--- config.mk ---
export PLATFORM = sky130hd
export DESIGN_NAME = note_sequencer
export DESIGN_NICKNAME = d
export VERILOG_FILES = /design/src/rtl/c_scale_pkg.sv /design/src/rtl/note_sequencer_melody_rom.sv /design/src/rtl/note_sequencer.sv
export SDC_FILE = /design/constraint.sdc
export NUM_CORES = 1
export LEC_CHECK = 0
export ABC_CLOCK_PERIOD_IN_PS = 3600
export CAP_MARGIN = 25
export CORE_MARGIN = 4
export CORE_UTILIZATION = 58
export CTS_BUF_LIST = sky130_fd_sc_hd__clkbuf_16
export DETAILED_ROUTE_END_ITERATION = 16
export GPL_TIMING_DRIVEN = 0
export PLACE_DENSITY_LB_ADDON = 0.12
export SYNTH_ARGS = -nofsm -noshare
export SYNTH_HDL_FRONTEND = slang
export SYNTH_SLANG_ARGS = --single-unit
--- constraint.sdc ---
create_clock -name CLOCK_50 -period 3.6 [get_ports CLOCK_50]
set_clock_uncertainty 0.2 [all_clocks]
set_input_delay 0.72 -clock CLOCK_50 [delete_from_list [all_inputs] [get_ports CLOCK_50]]
set_output_delay 0.72 -clock CLOCK_50 [all_outputs]
set_load 0.05 [all_outputs]
--- src/rtl/c_scale_pkg.sv ---
`default_nettype none
// ============================================================================
// Package     : c_scale_pkg
// Description : Note-select codes, code validity check and sequencer states
//               shared by key_reader, note_sequencer and c_scale.
// Revision    : 1.0 - initial release
// ============================================================================
package c_scale_pkg;

    localparam int TIMER_W = 27;

    localparam logic [4:0] NOTE_REST      = 5'd0;
    localparam logic [4:0] NOTE_C         = 5'd1;
    localparam logic [4:0] NOTE_CS        = 5'd2;
    localparam logic [4:0] NOTE_D         = 5'd3;
    localparam logic [4:0] NOTE_DS        = 5'd4;
    localparam logic [4:0] NOTE_E         = 5'd5;
    localparam logic [4:0] NOTE_F         = 5'd7;
    localparam logic [4:0] NOTE_FS        = 5'd8;
    localparam logic [4:0] NOTE_G         = 5'd9;
    localparam logic [4:0] NOTE_GS        = 5'd10;
    localparam logic [4:0] NOTE_A         = 5'd11;
    localparam logic [4:0] NOTE_AS        = 5'd12;
    localparam logic [4:0] NOTE_B         = 5'd13;
    localparam logic [4:0] NOTE_C2        = 5'd15;
    localparam logic [4:0] NOTE_MAJ_SEC   = 5'd16;
    localparam logic [4:0] NOTE_MAJ_THIRD = 5'd17;
    localparam logic [4:0] NOTE_FOURTH    = 5'd18;
    localparam logic [4:0] NOTE_FIFTH     = 5'd19;
    localparam logic [4:0] NOTE_MAJ_SIXTH = 5'd20;
    localparam logic [4:0] NOTE_OCTAVE    = 5'd21;
    localparam logic [4:0] NOTE_D2        = 5'd22;

    // Codes 6, 14 and 23-31 have no note behind them and behave as "no key".
    function automatic logic valid_code(input logic [4:0] code);
        return (code >= 5'd1) && (code <= 5'd22) && (code != 5'd6) && (code != 5'd14);
    endfunction

    typedef enum logic [2:0] {
        ST_IDLE = 3'd0,
        ST_LIVE = 3'd1,
        ST_NOTE = 3'd2,
        ST_GAP  = 3'd3,
        ST_HOLD = 3'd4
    } seq_state_t;

endpackage
`default_nettype wire

--- src/rtl/note_sequencer_melody_rom.sv ---
`default_nettype none
// ============================================================================
// Module      : melody_rom
// Description : 16-entry demo melody, asynchronous read. Entry 15 is a rest.
// Revision    : 1.0 - initial release
// ============================================================================
module melody_rom
    import c_scale_pkg::*;
(
    input  logic [3:0] i_addr,
    output logic [4:0] o_code
);

    // Rising then falling scale run, ending on a rest before the loop restarts.
    always_comb begin
        o_code = NOTE_REST;
        case (i_addr)
            4'd0:    o_code = NOTE_C;
            4'd1:    o_code = NOTE_D;
            4'd2:    o_code = NOTE_E;
            4'd3:    o_code = NOTE_F;
            4'd4:    o_code = NOTE_G;
            4'd5:    o_code = NOTE_A;
            4'd6:    o_code = NOTE_B;
            4'd7:    o_code = NOTE_C2;
            4'd8:    o_code = NOTE_B;
            4'd9:    o_code = NOTE_A;
            4'd10:   o_code = NOTE_G;
            4'd11:   o_code = NOTE_F;
            4'd12:   o_code = NOTE_E;
            4'd13:   o_code = NOTE_D;
            4'd14:   o_code = NOTE_C;
            default: o_code = NOTE_REST;
        endcase
    end

endmodule
`default_nettype wire

--- src/rtl/note_sequencer.sv ---
`default_nettype none
// ============================================================================
// Module      : note_sequencer
// Description : Chooses the note-select code: live key codes always win,
//               otherwise a built-in demo melody is stepped at a selectable
//               tempo with a silent gap at the end of each step.
// Revision    : 1.0 - initial release
// ============================================================================
module note_sequencer
    import c_scale_pkg::*;
#(
    parameter int BASE_TICKS = 6_250_000,
    parameter int GAP_TICKS  = 625_000,
    parameter int SEQ_LEN    = 16
) (
    input  logic       CLOCK_50,
    input  logic       reset,
    input  logic [4:0] key_code,
    input  logic       play_en,
    input  logic [1:0] tempo_sel,
    output logic [4:0] note_code,
    output logic       demo_active,
    output logic [3:0] step_idx,
    output logic       step_strobe
);

    localparam logic [TIMER_W-1:0] c_base = TIMER_W'(BASE_TICKS);
    localparam logic [TIMER_W-1:0] c_gap  = TIMER_W'(GAP_TICKS);
    localparam logic [3:0]         c_last = 4'(SEQ_LEN - 1);

    seq_state_t         r_state;
    seq_state_t         w_next_state;
    logic [TIMER_W-1:0] r_timer;
    logic [TIMER_W-1:0] w_timer_next;
    logic [TIMER_W-1:0] w_note_load;
    logic [3:0]         w_idx_next;
    logic [4:0]         w_rom_code;
    logic [4:0]         w_note_next;
    logic               w_strobe_next;
    logic               w_key_valid;
    logic               w_expired;

    // The ROM is read at the index that will be current after this edge, so
    // note_code changes in the same cycle as the state it belongs to.
    melody_rom u_rom (
        .i_addr (w_idx_next),
        .o_code (w_rom_code)
    );

    // Next-state, timer reload and step-index decisions; key beats play_en beats timer.
    always_comb begin
        w_next_state  = r_state;
        w_timer_next  = r_timer;
        w_idx_next    = step_idx;
        w_strobe_next = 1'b0;
        w_key_valid   = valid_code(key_code);
        w_expired     = (r_timer == TIMER_W'(1));
        // Audible part of a step; tempo_sel is sampled only here, at NOTE entry.
        w_note_load   = (c_base << (2'd3 - tempo_sel)) - c_gap;

        case (r_state)
            ST_IDLE: begin
                w_timer_next = '0;
                if (w_key_valid) begin
                    w_next_state = ST_LIVE;
                end else if (play_en) begin
                    w_next_state  = ST_NOTE;
                    w_timer_next  = w_note_load;
                    w_strobe_next = 1'b1;
                end
            end
            ST_LIVE: begin
                w_timer_next = '0;
                if (!w_key_valid) begin
                    if (play_en) begin
                        w_next_state = ST_HOLD;
                        w_timer_next = c_gap;
                    end else begin
                        w_next_state = ST_IDLE;
                    end
                end
            end
            ST_NOTE, ST_GAP, ST_HOLD: begin
                if (w_key_valid) begin
                    w_next_state = ST_LIVE;
                    w_timer_next = '0;
                end else if (!play_en) begin
                    w_next_state = ST_IDLE;
                    w_timer_next = '0;
                    w_idx_next   = '0;
                end else if (!w_expired) begin
                    w_timer_next = r_timer - TIMER_W'(1);
                end else if (r_state == ST_NOTE) begin
                    w_next_state = ST_GAP;
                    w_timer_next = c_gap;
                end else begin
                    // GAP advances to the next step; HOLD replays the same one.
                    if (r_state == ST_GAP) begin
                        w_idx_next = (step_idx == c_last) ? 4'd0 : step_idx + 4'd1;
                    end
                    w_next_state  = ST_NOTE;
                    w_timer_next  = w_note_load;
                    w_strobe_next = 1'b1;
                end
            end
            default: begin
                w_next_state = ST_IDLE;
                w_timer_next = '0;
            end
        endcase

        case (w_next_state)
            ST_LIVE: w_note_next = key_code;
            ST_NOTE: w_note_next = w_rom_code;
            default: w_note_next = NOTE_REST;
        endcase
    end

    // State, timer and all outputs update together so nothing is ever half-stepped.
    always_ff @(posedge CLOCK_50) begin
        if (reset) begin
            r_state     <= ST_IDLE;
            r_timer     <= '0;
            step_idx    <= '0;
            note_code   <= NOTE_REST;
            demo_active <= 1'b0;
            step_strobe <= 1'b0;
        end else begin
            r_state     <= w_next_state;
            r_timer     <= w_timer_next;
            step_idx    <= w_idx_next;
            note_code   <= w_note_next;
            demo_active <= (w_next_state == ST_NOTE) || (w_next_state == ST_GAP);
            step_strobe <= w_strobe_next;
        end
    end

endmodule
`default_nettype wire

==> qor.yml <==
status: "finished clean"
synth_top_area_cell: "dfxtp_1"
avgViaCountPerCell: 6.39
drive_gt1_frac: 0.0751
slew_violations: 0
leakage_nw: 1.10
die_w_um: 72.8
synth_edf_count: 0
fin_util: 0.725
hold_viol: 0
htreeDepth: 2
power_density_nw_per_um2: 419
dr.pass1.iters: 5
initial_core_util: 0.605
ys_types: 53
crit_fanout: 4
synth-main-ff-cell: "dfxtp_1"
antenna_found_initial: 0
cp-start-kind: "input port"
wl_per_cell_um: 17.1
rsz0062_at_grt: "no"
crit_arrival_ps: 3470
clk_path_buf_depth: 2
yosys_warnings: 0
cts_buffers: 5
grt_pass1_vias: 2282
drt_wl_total_mm: 6.54
cts-root-buf: "clkbuf_16"
cts_tree: "done"
die_h_um: 72.8
dieArea_um2: 5300
dp_hpwl_mm: 4.56
rows: 23
gr-total-overflow: 0
syn_nets: 322
io_buffers: 20
netlist_area_um2: 2440
grt_max_degree: 13
p_total_mw: 1.23
cts.sinks: 41
final_common_cell: "dfxtp_1"
vias: 2446
dp_cells: 374
synthTopCellsByArea: "dfxtp_1 34%, nor2_1 6.2%, a21oi_1 5.1%, xnor2_1 4.7%, o21ai_0 4.3%"
final_area_um2: 2920
cp.required_ps: 3570
seq_area_frac_synth: 0.337
slew_headroom: 0.460
pre_cts_ws_ps: -379
ios: 21
synth.top_cell.area_share: 0.337
final_cell_mix: "41 x dfxtp_1, 40 x nor2_1, 25 x a21oi_1"
diodes: 0
setup_violations: 0
worst_pin_slew_ps: 804
gp_congestion: 0.912
final.period_utilization: 0.973
synth-async-reset-ratio: 0
peakVddDrop_mv: 0.322
synthCells: 304
syn_area_per_cell_um2: 8.02
period_minus_slack_ps: 3500
ys_ff_latch: 41
coreArea_um2: 4030
worstSkewPairLatency_ps: 280
grt_usage: 0.256
hp-class: "reg2reg"
worst_slack_ps: 97.8
crit_type: "in2reg"
grt_pass1_wl_mm: 10.7
final_nets: 350
fin_cells: 383
syn2layout_area_growth_pct: 19.9
clk_pin_slew_worst_paths_ps: 60
dpl_cell_area_um2: 2700
drtIter0Drc: 259
route.detailed.drc: 0
postRouteAntennaNets: 0
cp-end-kind: "register"
fmax_mhz: 286
max-cap-violations: 0
sequential cells by signal, summed over array words and instances, names as in the netlist:
signal / flops
step_idx: 4
step_strobe: 1
demo_active: 1
r_state: 3
note_code: 5
r_timer: 27
repair_timing:
action | CTS | global route
hold endpoints to repair | 0 | 0
pin swaps | 0 | 3
gates resized for setup | 1 | 8
buffers inserted | 0 | 1
setup endpoints to repair | 1 | 3
hold buffers | 0 | 0
area by class of cell:
cell class	count	area [um^2]
Multi-Input combinational cell	244	1600
Fill cell	353	1110
Sequential cell	41	821
Timing Repair Buffer	21	208
Clock buffer	5	125
Tap cell	50	62.6
Buffer	12	47.5
Clock inverter	3	37.5
Inverter	7	26.3
worst paths after layout:
path,from,to,slack (ps),cells after the start
setup / recovery,key_code[1],note_code[2]$_SDFF_PP0_,100,10
hold / removal,r_timer[0]$_SDFF_PP0_,r_timer[0]$_SDFF_PP0_,260,1
setup reg to reg,r_timer[7]$_SDFF_PP0_,note_code[2]$_SDFF_PP0_,240,10
hold reg to reg,r_timer[0]$_SDFF_PP0_,r_timer[0]$_SDFF_PP0_,260,1
Yosys cell counts, types with 3 or more instances:
cell type and n:
dfxtp_1 41, nor2_1 40, a21oi_1 25, nand2_1 24, o21ai_0 21, nor3_1 13, xnor2_1 13, clkbuf_1 10
ha_1 8, inv_1 7, or3_1 7, nand2b_1 6, nor4_1 6, o21a_1 6, xor2_1 6, mux2i_1 5
o22a_1 5, nand3_1 4, o31ai_1 4, or4_1 4, a211oi_1 3, a31oi_1 3, and2_1 3, nor2b_1 3
nor3b_1 3
worst max-delay path, stage by stage:
cell             delay, ps
clkdlybuf4s50_1        470
or3_4                  430
a211oi_4               310
o22ai_1                190
nand2b_1               230
a22oi_2                270
inv_1                  100
ha_1                   280
a211o_1                270
a22o_1                 200
routing by layer:
| layer | track usage | up-vias | wire [um] |
|---|---|---|---|
| li1 | - | 1154 | - |
| met1 | 0.349 | 1143 | 2840 |
| met2 | 0.389 | 130 | 2990 |
| met3 | 0.0689 | 19 | 579 |
| met4 | 0.0902 | 0 | 127 |
| met5 | 0 | - | 0 |
metrics by stage:
stage / setup TNS [ps] / hold slack, ps
4_1_cts: 0 / 261
5_1_grt: 0 / 288
2_1_floorplan: 0 / 229
6_report: 0 / 263
3_3_place_gp: -709 / 243
3_5_place_dp: -867 / 247
power breakdown:
part / internal (mW) / switching, mW / total, mW / leakage, nW
clock: 0.322 / 0.173 / 0.495 / 0.0826
sequential: 0.468 / 0.0132 / 0.481 / 0.333
combinational: 0.101 / 0.149 / 0.250 / 0.687
cells by family after synthesis:
logic type      share of synthesized area
compound gates                      0.243
mux                                0.0205
buf+inv                            0.0303
flops                               0.337
xor+xnor                           0.0683
simple gates                        0.260
fa+ha+maj                          0.0411
No activity file was read; power rests on OpenSTA's default activity.
